## src/rtl/ctrl_pipe_unit.sv

```systemverilog
// rtl/ctrl_pipe_unit.sv - registered ID/EX control unit with hazard bubbles, flush squash and
// optional multi-cycle MUL/DIV/MOD sequencing (compiled in when CTRL_MULTICYCLE_EN is defined).

`ifndef OP_NOP
`define OP_NOP  0
`define OP_ADD  1
`define OP_SUB  2
`define OP_MUL  3
`define OP_DIV  4
`define OP_MOD  5
`define OP_MOVR 6
`define OP_MOVI 7
`define OP_AND  8
`define OP_OR   9
`define OP_CMP  10
`define OP_LDR  11
`define OP_STR  12
`define OP_BEQ  13
`define OP_JMP  14
`endif

module ctrl_pipe_unit #(
  parameter int OP_W    = 4,
  parameter int EXE_W   = 4,
  parameter int MUL_LAT = 3,
  parameter int DIV_LAT = 8
) (
  input  logic             clk,
  input  logic             rst,
  input  logic [OP_W-1:0]  op_code,
  input  logic             in_valid,
  input  logic             hazard_detected,
  input  logic             flush,
  output logic             ex_valid,
  output logic [EXE_W-1:0] exe_cmd,
  output logic [3:0]       branch_cmd,
  output logic             branch_en,
  output logic             is_imm,
  output logic             is_str,
  output logic             is_ldr,
  output logic             is_cmp,
  output logic             wb_en,
  output logic             mem_r_en,
  output logic             mem_w_en,
  output logic             stall_out,
  output logic             mc_busy
);

  localparam logic [OP_W-1:0] K_ADD  = OP_W'(`OP_ADD);
  localparam logic [OP_W-1:0] K_SUB  = OP_W'(`OP_SUB);
  localparam logic [OP_W-1:0] K_MUL  = OP_W'(`OP_MUL);
  localparam logic [OP_W-1:0] K_DIV  = OP_W'(`OP_DIV);
  localparam logic [OP_W-1:0] K_MOD  = OP_W'(`OP_MOD);
  localparam logic [OP_W-1:0] K_MOVR = OP_W'(`OP_MOVR);
  localparam logic [OP_W-1:0] K_MOVI = OP_W'(`OP_MOVI);
  localparam logic [OP_W-1:0] K_AND  = OP_W'(`OP_AND);
  localparam logic [OP_W-1:0] K_OR   = OP_W'(`OP_OR);
  localparam logic [OP_W-1:0] K_CMP  = OP_W'(`OP_CMP);
  localparam logic [OP_W-1:0] K_LDR  = OP_W'(`OP_LDR);
  localparam logic [OP_W-1:0] K_STR  = OP_W'(`OP_STR);
  localparam logic [OP_W-1:0] K_BEQ  = OP_W'(`OP_BEQ);
  localparam logic [OP_W-1:0] K_JMP  = OP_W'(`OP_JMP);

  // Latencies outside 1..16 cannot be counted by the 4-bit cnt.
  if (MUL_LAT < 1 || MUL_LAT > 16) begin : g_bad_mul_lat
    $error("MUL_LAT out of range 1..16");
  end
  if (DIV_LAT < 1 || DIV_LAT > 16) begin : g_bad_div_lat
    $error("DIV_LAT out of range 1..16");
  end

  typedef struct packed {
    logic             ex_valid;
    logic [EXE_W-1:0] exe_cmd;
    logic [3:0]       branch_cmd;
    logic             branch_en;
    logic             is_imm;
    logic             is_str;
    logic             is_ldr;
    logic             is_cmp;
    logic             wb_en;
    logic             mem_r_en;
    logic             mem_w_en;
  } ctl_t;

  ctl_t dec;
  ctl_t ctl_d, ctl_q;

  // Decode the ID opcode into a control bundle; unknown opcodes become a bubble.
  always_comb begin
    dec          = '0;
    dec.ex_valid = 1'b1;
    unique case (op_code)
      K_ADD, K_SUB, K_MUL, K_DIV, K_MOD, K_MOVR, K_AND, K_OR: begin
        dec.exe_cmd = EXE_W'(op_code);
        dec.wb_en   = 1'b1;
      end
      K_MOVI: begin
        dec.exe_cmd = EXE_W'(op_code);
        dec.wb_en   = 1'b1;
        dec.is_imm  = 1'b1;
      end
      K_CMP: begin
        dec.exe_cmd = EXE_W'(op_code);
        dec.is_cmp  = 1'b1;
      end
      K_LDR: begin
        dec.exe_cmd  = EXE_W'(K_ADD);
        dec.wb_en    = 1'b1;
        dec.mem_r_en = 1'b1;
        dec.is_ldr   = 1'b1;
      end
      K_STR: begin
        dec.exe_cmd  = EXE_W'(K_ADD);
        dec.mem_w_en = 1'b1;
        dec.is_str   = 1'b1;
      end
      K_BEQ, K_JMP: begin
        dec.exe_cmd    = EXE_W'(op_code);
        dec.branch_cmd = 4'(op_code);
        dec.branch_en  = 1'b1;
      end
      default: dec = '0;
    endcase
  end

`ifdef CTRL_MULTICYCLE_EN
  localparam logic [0:0] IDLE  = 1'b0;
  localparam logic [0:0] MULTI = 1'b1;
  localparam logic [3:0] MUL_CNT = 4'(MUL_LAT - 1);
  localparam logic [3:0] DIV_CNT = 4'(DIV_LAT - 1);

  logic [0:0] state_d, state_q;
  logic [3:0] cnt_d, cnt_q;

  // Next-state: in MULTI the EX op is older than any branch, so ID inputs are ignored.
  always_comb begin
    ctl_d   = ctl_q;
    state_d = state_q;
    cnt_d   = cnt_q;
    if (state_q == IDLE) begin
      if (flush || hazard_detected || !in_valid) begin
        ctl_d = '0;
      end else begin
        ctl_d = dec;
        if (op_code == K_MUL && MUL_LAT > 1) begin
          ctl_d.wb_en = 1'b0;
          cnt_d       = MUL_CNT;
          state_d     = MULTI;
        end else if ((op_code == K_DIV || op_code == K_MOD) && DIV_LAT > 1) begin
          ctl_d.wb_en = 1'b0;
          cnt_d       = DIV_CNT;
          state_d     = MULTI;
        end
      end
    end else begin
      if (cnt_q == 4'd1) begin
        ctl_d.wb_en = 1'b1;
        cnt_d       = 4'd0;
        state_d     = IDLE;
      end else begin
        cnt_d = cnt_q - 4'd1;
      end
    end
  end

  // FSM state and latency counter.
  always_ff @(posedge clk or posedge rst) begin
    if (rst) begin
      state_q <= IDLE;
      cnt_q   <= 4'd0;
    end else begin
      state_q <= state_d;
      cnt_q   <= cnt_d;
    end
  end

  assign mc_busy   = (state_q == MULTI);
  assign stall_out = (state_q == MULTI) || hazard_detected;
`else
  // Next-state: every op completes in one cycle.
  always_comb begin
    ctl_d = dec;
    if (flush || hazard_detected || !in_valid) begin
      ctl_d = '0;
    end
  end

  assign mc_busy   = 1'b0;
  assign stall_out = hazard_detected;
`endif

  // ID/EX control register.
  always_ff @(posedge clk or posedge rst) begin
    if (rst) begin
      ctl_q <= '0;
    end else begin
      ctl_q <= ctl_d;
    end
  end

  assign ex_valid   = ctl_q.ex_valid;
  assign exe_cmd    = ctl_q.exe_cmd;
  assign branch_cmd = ctl_q.branch_cmd;
  assign branch_en  = ctl_q.branch_en;
  assign is_imm     = ctl_q.is_imm;
  assign is_str     = ctl_q.is_str;
  assign is_ldr     = ctl_q.is_ldr;
  assign is_cmp     = ctl_q.is_cmp;
  assign wb_en      = ctl_q.wb_en;
  assign mem_r_en   = ctl_q.mem_r_en;
  assign mem_w_en   = ctl_q.mem_w_en;

endmodule

```

## config.mk

```make
export PLATFORM = sky130hd
export DESIGN_NAME = ctrl_pipe_unit
export DESIGN_NICKNAME = d
export VERILOG_FILES = /design/src/rtl/ctrl_pipe_unit.sv
export SDC_FILE = /design/constraint.sdc
export NUM_CORES = 1
export LEC_CHECK = 0
export CORE_UTILIZATION = 36
export DETAILED_ROUTE_END_ITERATION = 6
export PLACE_DENSITY = 0.81
export SKIP_CTS_REPAIR_TIMING = 1
export SYNTH_ARGS = -nofsm -noshare
export SYNTH_HDL_FRONTEND = slang
export SYNTH_SLANG_ARGS = --single-unit
```

## constraint.sdc

```tcl
create_clock -name clk -period 0.8 [get_ports clk]
set_clock_uncertainty 0.05 [all_clocks]
set_input_delay 0.2 -clock clk [delete_from_list [all_inputs] [get_ports clk]]
set_output_delay 0.2 -clock clk [all_outputs]
set_load 0.005 [all_outputs]
```

---- Word level (Yosys, flattened, before mapping) ----
Cells that the tools add are included.
W data, S select, Z words.
cells by class
  mux-type cells .......................... 9
  eq/ne operators ......................... 14
  reduce and logical (&&, ||, !) cells .... 8
operator list
  operator              count
  $eq A4 B4 Y1 const B  7
  $mux W17              1
  $eq A4 B3 Y1 const B  4
  $reduce_or A14 Y1     1
  $reduce_or A12 Y1     1
  $reduce_or A10 Y1     1
  $eq A4 B2 Y1 const B  2
  $pmux W4 S2           1
  $mux W1               6
  $mux W5               1
  $eq A4 B1 Y1 const B  1
  $reduce_or A2 Y1      2
  $logic_or A1 B1 Y1    2
  $logic_not A1 Y1      1
storage, ports and cells
  input port bits ......................... 9
  logic and storage cells ................. 42
  flip-flop bits (word level) ............. 17

---- Longest topological paths before layout ----
Gate-level depths: netlist (run 1).
  depth after elaboration ................. 4
  gate-level depth with buffers ........... 3

---- Least setup slack after synthesis (run 1) ----
Ideal clock, no wire load.
  kind .................................... input -> register
  start point ............................. input hazard_detected
  end point ............................... register ctl_q (netlist bit branch_cmd[0])
  data required time ...................... 0.655 ns
  buffers on the path ..................... 1
  stages on the path ...................... 3
  setup slack ............................. -0.260 ns
  arrival time ............................ 0.915 ns
  setup time .............................. 0.095 ns
  path through ............................ or3b_4 buf_6 nor4_4
RTL lines
  element                 RTL line  source
  start: declaration      32        input logic hazard_detected,
  end signal: assignment  198       ctl_q <= ctl_d;
  end: declaration        87        ctl_t ctl_d, ctl_q;

---- Final worst setup path (run 1) ----
  start point ............................. register ctl_q (netlist bit exe_cmd[3])
  end point ............................... output exe_cmd[3]
RTL lines
  element           RTL line  source
  end: declaration  35        output logic [EXE_W-1:0] exe_cmd,
No word-level cell between the ends.

==> results of run 1 <==
## registers in the layout, indices dropped and copies added (netlist names)
name / flops
branch_en: 1
exe_cmd: 4
is_str: 1
is_imm: 1
branch_cmd: 4
is_cmp: 1
wb_en: 1
ex_valid: 1
is_ldr: 1
## placed cells by master (no fill, tap or decap), types with 2 or more instances in the layout
master	Yosys	final
nand2b_1	2	2
and4bb_2	2	2
nor4_4	1	2
nor3_4	0	6
clkbuf_4	0	3
buf_12	0	2
clkbuf_2	0	22
dfrtp_1	15	15
nand3b_1	2	2
buf_4	4	9
buf_6	1	5
inv_1	3	3
dlymetal6s2s_1	0	2
## cells by family (layout without fill, tap and decap cells)
group	count (synthesis)	after routing	share of synthesized area, %
XOR/XNOR	1	1	1.33
AO/OA/AOI/OAI	4	4	4.92
flip-flops	15	15	56.8
buffers and inverters	11	48	10.2
AND/OR/NAND/NOR	23	23	26.1
other	1	1	0.568
## path summary, 6_finish.rpt
check | startpoint | to | slack, ps | cells after the start
min | rst | is_imm | 170 | 3
max | exe_cmd[3] | exe_cmd[3] | -230 | 1
min in group clk | in_valid | is_imm | 170 | 3
max in group asynchronous | rst | is_cmp | 410 | 3
## metrics by stage
stage | hold slack [ps] | TNS [ps] | power (mW) | cell area [um^2]
detailed placement | 482 | -15200 | 1.06 | 1090
finish | 171 | -4190 | 1.49 | 1100
global route | 169 | -4930 | 1.58 | 1100
global placement | 469 | -14980 | 1.05 | 1090
floorplan | 51.5 | -2280 | 0.925 | 733
CTS | 188 | -16240 | 1.48 | 1120
## final cells by class
cell class	instances	area [um^2]
Tap cell	25	31.3
Clock inverter	1	5.00
Fill cell	148	626
Timing Repair Buffer	41	309
Inverter	3	11.3
Multi-Input combinational cell	29	347
Sequential cell	15	375
Clock buffer	3	22.5
## per-layer routing
metal / wire (um) / share of wire [%] / global-route usage, % / vias up
met5: 0 / 0 / 0 / -
met4: 0 / 0 / 9.09 / 0
met3: 40 / 2.8 / 2.40 / 0
met2: 821 / 58 / 27.1 / 16
met1: 561 / 39 / 17.9 / 257
li1: - / - / - / 258
## power breakdown
group,leakage [nW],total (mW),switching (mW),internal (mW)
combinational,0.347,0.288,0.148,0.139
clock,0.0177,0.426,0.241,0.185
sequential,0.208,0.772,0.00311,0.769
total,0.572,1.49,0.392,1.09
==> results.py, run 1 <==
metrics = {
    "logic_synthesis": {
        "yosysMostFrequentCell": "dfrtp_1",
        "ys_top_cells_by_area": "dfrtp_1 (57%), nor3_1 (6.1%), buf_4 (4.5%), and4bb_2 (3.8%), nor4_4 (3.2%)",
        "synth_edf_count": 0,
        "ys_warn_count": 0,
        "synth_top_cell_by_area": "dfrtp_1",
        "synth_top_cell_area_share_pct": 56.8,
        "synth.top_cells.by_count": "dfrtp_1 (15), nor3_1 (8), buf_4 (4)",
        "postSynth.asyncResetShare_pct": 100,
        "syn_area_um2": 661,
        "ys_ff_latch": 15,
        "synth.yosys.seq_area_share_pct": 56.8,
        "synth_ff_type": "dfrtp_1",
        "netlist_instances": 55,
        "synth_fp_nets": 64,
        "avgSynthCellArea_um2": 12.0,
        "synth.distinct_cells": 21,
    },
    "critical_path": {
        "worstSetupPathType": "flip-flop to output pin",
        "endpoint_kind": "output pin",
        "crit_arrival_ps": 780,
        "crit_slowest_cell": "dfrtp_1",
        "path_buf_inv": 1,
        "crit_required_ps": 550,
        "path_delay_family": "flip-flops",
        "crit_fanout": 1,
        "max_stage_delay_ps": 390,
        "path_cells": "clkbuf_2",
        "cp-start-kind": "flip-flop",
    },
    "placed_design": {
        "io_buffers": 26,
        "hpwl_um": 1020,
        "globalplace.congestion": 0.754,
        "dp_cells": 113,
        "dp_slack_ps": -726,
    },
    "finish": {
        "n_antenna_cell": 0,
        "synthToLayoutAreaGrowth_pct": 66.7,
        "layout.nets": 102,
        "finalCoreUtilization_pct": 63.8,
        "instances_no_fill": 117,
        "layout-drive-gt1-share_pct": 66.3,
    },
    "clocking": {
        "cts_max_path_buffers": 2,
        "cts_root_buf": "clkbuf_4",
        "cts_tree": "yes",
        "cts_made_buffers": 3,
        "clk_pin_slew_ps": 90,
        "cts.sinks": 15,
        "htreeDepth": 1,
    },
    "global_route": {
        "globalRouteOverflowTotal": 0,
        "grt_pass1_vias": 517,
        "grt_antenna_before_repair": 0,
        "grt_pass1_wl_um": 2230,
        "grt_usage_pct": 15.5,
        "grt_max_degree": 16,
    },
    "floorplan": {
        "start_util_pct": 38.3,
        "core_um2": 1730,
        "placementRows": 15,
        "die_h_um": 44.8,
        "die_x_um": 44.8,
        "pin_count": 28,
        "dieArea_um2": 2010,
    },
    "run_status": {
        "failed_checks": "negative setup slack",
        "status": "complete, but fails checks",
    },
    "routing": {
        "route.detailed.drc": 0,
        "wire_per_inst_um": 12.2,
        "vias": 531,
        "drtAntennaViolNets": 0,
        "drt_iter0_markers": 2,
        "drt_wl_total_um": 1420,
        "viasPerCell": 4.54,
        "drtPass1Iterations": 4,
    },
    "pwr": {
        "powerDensity_nw_per_um2": 1350,
        "peakVddDrop_mv": 0.641,
        "p_leak_nw": 0.572,
    },
    "timing": {
        "drv_slew": 0,
        "finalCriticalPeriod_ps": 1030,
        "setup_violations": 29,
        "fmax_mhz": 972,
        "hold_violations": 0,
        "fin_ws_ps": -229,
        "fin_crit_sh_pct": 129,
        "rsz0062_at_grt": "true",
    },
    "flow_run": {
        "drv_cap": 0,
    },
    "worst_hold_path": {
        "hold_path_class": "input port to async pin",
    },
}
Power figures use the tool's default switching activity.
==> run 2: changes to the inputs <==
- HOLD_SLACK_MARGIN: unset -> 0.06
- SETUP_SLACK_MARGIN: unset -> 0.3
==> results.py, run 2 (synthesis gave the netlist of run 1 again) <==
metrics = {
    "global_route": {
        "grt_pass1_vias": 498,
        "globalRouteOverflowTotal": 0,
        "busiest_layer": "met2",
        "grtUsageMet3_pct": 4.00,
        "grt_util_met2_pct": 25.0,
        "grt_usage_pct": 15.3,
        "grt_pass1_wl_um": 2170,
        "grt_antenna_before_repair": 0,
        "grt_use_met1_pct": 18.7,
        "grt_max_degree": 16,
    },
    "timing": {
        "fmax_mhz": 975,
        "rsz0062_at_grt": "true",
        "fin_ws_ps": -226,
        "drv_slew": 0,
        "finalCriticalPeriod_ps": 1030,
        "setup_violations": 30,
        "fin_crit_sh_pct": 128,
        "hold_violations": 0,
    },
    "routing": {
        "drtAntennaViolNets": 0,
        "drt_iter0_markers": 6,
        "viasPerCell": 4.67,
        "wire_per_inst_um": 14.8,
        "drt_wl_total_um": 1880,
        "drtPass1Iterations": 2,
        "vias": 593,
        "route.detailed.drc": 0,
    },
    "clocking": {
        "cts_tree": "yes",
        "cts.sinks": 15,
        "clk_pin_slew_ps": 90,
        "htreeDepth": 1,
        "cts_max_path_buffers": 2,
        "cts_made_buffers": 3,
        "cts_root_buf": "clkbuf_4",
    },
    "finish": {
        "layout-drive-gt1-share_pct": 74.5,
        "final_common_cell": "clkbuf_2",
        "n_antenna_cell": 0,
        "mostFrequentLayoutCells": "clkbuf_2 (19), dfrtp_1 (15), buf_4 (12)",
        "finalCoreUtilization_pct": 72.5,
        "synthToLayoutAreaGrowth_pct": 89.4,
        "instances_no_fill": 127,
        "layout.nets": 112,
    },
    "worst_hold_path": {
        "hold_path_class": "input port to flip-flop",
    },
    "flow_run": {
        "drv_cap": 0,
    },
    "critical_path": {
        "crit_required_ps": 550,
        "crit_fanout": 1,
        "worstSetupPathType": "flip-flop to output pin",
        "path_cells": "clkbuf_2",
        "cp-start-kind": "flip-flop",
        "endpoint_kind": "output pin",
        "crit_slowest_cell": "dfrtp_1",
        "crit_start": "exe_cmd[2]",
        "worst-path-stages": 1,
        "max_stage_delay_ps": 390,
        "crit_arrival_ps": 780,
        "endpoint": "exe_cmd[2]",
        "path_buf_inv": 1,
        "path_delay_family": "flip-flops",
    },
    "pwr": {
        "peakVddDrop_mv": 1.03,
        "p_leak_nw": 0.620,
        "powerDensity_nw_per_um2": 1260,
    },
    "placed_design": {
        "globalplace.congestion": 0.734,
        "io_buffers": 26,
        "dp_cells": 112,
        "hpwl_um": 1080,
    },
    "run_status": {
        "status": "complete, but fails checks",
        "failed_checks": "negative setup slack",
    },
    "floorplan": {
        "die_x_um": 44.8,
        "pin_count": 28,
        "dieArea_um2": 2010,
        "core_um2": 1730,
        "placementRows": 15,
        "start_util_pct": 38.3,
        "die_h_um": 44.8,
    },
}
## run 2: changes by cell type in the layout (fill, tap and decap cells not counted), sizes merged
cell	previous run	this run
buf	16	30
clkinv	1	0
dlymetal6s2s	2	0
clkbuf	25	24
## run 2: power by group
| part | switching, mW | leakage, nW | internal, mW |
|---|---|---|---|
| logic | 0.176 | 0.398 | 0.219 |
| registers | 0.00355 | 0.208 | 0.769 |
| clock network | 0.220 | 0.0150 | 0.193 |
## run 2: metal layers
metal  vias to the layer above  wire, um
met3                         2        83
met4                         0        23
met1                       290       695
li1                        282         -
met5                         -         0
met2                        19      1080
## run 2: how the worst min path moves through the flow
stage / startpoint / endpoint / slack (ps) / depth (start not counted)
2_1_floorplan: rst / branch_cmd[0] / 50 / 1
3_3_place_gp: rst / exe_cmd[2] / 470 / 3
3_5_place_dp: rst / exe_cmd[2] / 470 / 3
4_1_cts: rst / exe_cmd[2] / 180 / 3
5_1_grt: op_code[0] / exe_cmd[1] / 150 / 3
6_report: op_code[0] / exe_cmd[1] / 160 / 3
## run 2: area by class of cell
class | count | area, um^2
Fill cell | 123 | 475
Timing Repair Buffer | 51 | 452
Multi-Input combinational cell | 29 | 355
Sequential cell | 15 | 375
Tap cell | 25 | 31.3
Clock buffer | 4 | 26.3
Inverter | 3 | 11.3
## run 2: metrics by stage
step                power, mW  worst slack, ps  instance area [um^2]  setup TNS [ps]  hold WS (ps)
finish                   1.58             -226                  1250           -5230           159
global route             1.67             -257                  1250           -5840           147
CTS                      1.48             -657                  1120          -16160           183
detailed placement       1.06             -734                  1090          -15310           475
global placement         1.05             -711                  1090          -14770           471
floorplan               0.943             -210                   774           -2280          51.5
==> run 3: changes to the inputs <==
- ABC_AREA: unset -> 1
- CORE_UTILIZATION: 36 -> 35
- SETUP_SLACK_MARGIN: 0.3 -> unset
==> results.py, run 3 <==
metrics = {
    "worst_hold_path": {
        "hold_path_class": "input port to flip-flop",
        "hold_depth": 2,
        "min-delay-start": "op_code[2]",
        "min_to": "is_ldr",
    },
    "routing": {
        "drt_wl_total_um": 1370,
        "wire_per_inst_um": 10.9,
        "drt_iter0_markers": 10,
        "drtPass1Iterations": 4,
        "vias": 549,
        "viasPerCell": 4.39,
        "drtAntennaViolNets": 0,
        "route.detailed.drc": 0,
    },
    "placed_design": {
        "io_buffers": 26,
        "globalplace.congestion": 0.784,
        "hpwl_um": 1070,
        "dp_cells": 119,
    },
    "clocking": {
        "cts_root_buf": "clkbuf_4",
        "cts.sinks": 15,
        "clk_pin_slew_ps": 90,
        "cts_made_buffers": 3,
        "cts_tree": "yes",
        "cts_max_path_buffers": 2,
        "htreeDepth": 1,
    },
    "logic_synthesis": {
        "synth_fp_nets": 72,
        "synth.distinct_cells": 19,
        "netlist_instances": 63,
        "synth_top_cell_area_share_pct": 59.8,
        "ys_top_cells_by_area": "dfrtp_1 (60%), nor2_1 (6.0%), nand2_1 (5.4%), buf_4 (4.8%), inv_1 (4.2%)",
        "ys_ff_latch": 15,
        "synth.yosys.seq_area_share_pct": 59.8,
        "avgSynthCellArea_um2": 9.97,
        "synth.top_cells.by_count": "dfrtp_1 (15), nor2_1 (10), nand2_1 (9)",
        "synth_top_cell_by_area": "dfrtp_1",
        "yosysMostFrequentCell": "dfrtp_1",
        "synth_edf_count": 0,
        "postSynth.asyncResetShare_pct": 100,
        "synth_ff_type": "dfrtp_1",
        "syn_area_um2": 628,
        "ys_warn_count": 0,
    },
    "critical_path": {
        "crit_slowest_cell": "dfrtp_1",
        "worstSetupPathType": "flip-flop to output pin",
        "path_cells": "clkbuf_2",
        "endpoint_kind": "output pin",
        "cp-start-kind": "flip-flop",
        "crit_start": "is_ldr",
        "crit_required_ps": 550,
        "max_stage_delay_ps": 390,
        "crit_arrival_ps": 780,
        "crit_fanout": 2,
        "path_buf_inv": 1,
        "path_delay_family": "flip-flops",
    },
    "timing": {
        "fmax_mhz": 968,
        "fin_ws_ps": -234,
        "fin_crit_sh_pct": 129,
        "setup_violations": 17,
        "drv_slew": 0,
        "rsz0062_at_grt": "true",
        "finalCriticalPeriod_ps": 1030,
        "fin_hold_ws_ps": 140,
        "hold_violations": 0,
    },
    "floorplan": {
        "start_util_pct": 39.4,
        "core_um2": 1590,
        "placementRows": 14,
        "die_h_um": 44.4,
        "dieArea_um2": 1970,
        "pin_count": 28,
        "die_x_um": 44.4,
    },
    "global_route": {
        "grt_antenna_before_repair": 0,
        "globalRouteOverflowTotal": 0,
        "grt_pass1_wl_um": 2190,
        "grt_max_degree": 16,
        "grt_pass1_vias": 543,
        "grt_usage_pct": 16.3,
    },
    "finish": {
        "instances_no_fill": 125,
        "n_antenna_cell": 0,
        "finalCoreUtilization_pct": 60.3,
        "nFillCells": 144,
        "layout-drive-gt1-share_pct": 55.4,
        "mostFrequentLayoutCells": "clkbuf_2 (21), dfrtp_1 (15), buf_4 (10)",
        "layout.nets": 111,
        "area.sequential_um2": 375,
        "synthToLayoutAreaGrowth_pct": 53.0,
        "final_common_cell": "clkbuf_2",
        "multiInputGateArea_um2": 225,
    },
    "run_status": {
        "failed_checks": "negative setup slack",
        "status": "complete, but fails checks",
    },
    "flow_run": {
        "drv_cap": 0,
    },
    "pwr": {
        "total_power_mw": 1.44,
        "p_leak_nw": 0.545,
        "peakVddDrop_mv": 0.924,
        "powerDensity_nw_per_um2": 1500,
    },
}
[run 3: cell count changes after synthesis, sizes merged, moves of 2 or more]
cell / delta
and4bb: -2
buf: -4
nor4: -2
nor3: -4
o21ai: +2
inv: +4
nor2: +11
nand2b: -2
nand3b: -2
nand2: +9
nand3: +2
[run 3: through the flow]
stage | TNS [ps] | worst slack, ps | instance area, um^2
floorplan | -21.1 | -21.1 | 659
global placement | -14880 | -745 | 1010
detailed placement | -15430 | -778 | 1010
CTS | -16390 | -655 | 1040
global route | -4240 | -282 | 961
finish | -3590 | -234 | 961
[run 3: final cells by class]
type,instances,share of cell area (%)
clock inverters,1,0.781
well taps,24,3.12
multi-input cells,36,23.4
flip-flops and latches,15,39.1
repair buffers,38,27.5
clock buffers,3,2.34
inverters,8,3.78
[run 3: cell families after synthesis]
| group | Yosys count | synth area share (%) |
|---|---|---|
| simple gates | 30 | 25.5 |
| compound gates | 5 | 4.58 |
| other cells | 1 | 0.597 |
| flops | 15 | 59.8 |
| buf+inv | 12 | 9.56 |
[run 3: worst max path at each step]
stage	endpoint	slack [ps]	cells past startpoint
2_1_floorplan	ex_valid	-20	6
3_3_place_gp	ex_valid	-750	6
3_5_place_dp	ex_valid	-780	6
4_1_cts	stall_out	-650	2
5_1_grt	mem_r_en	-280	1
6_report	mem_r_en	-230	1
[run 3: report_power, final]
group	leakage [nW]	total [mW]	switching (mW)	internal, mW
sequential	0.208	0.772	0.00284	0.769
combinational	0.323	0.228	0.126	0.102
clock	0.0139	0.437	0.247	0.190
[run 3: per-layer routing]
metal	routed length [um]	GRT usage, %	vias to the layer above
li1	-	-	269
met1	521	16.2	250
met2	722	29.7	26
met3	83	3.67	4
met4	40	10.9	0
met5	0	0	-
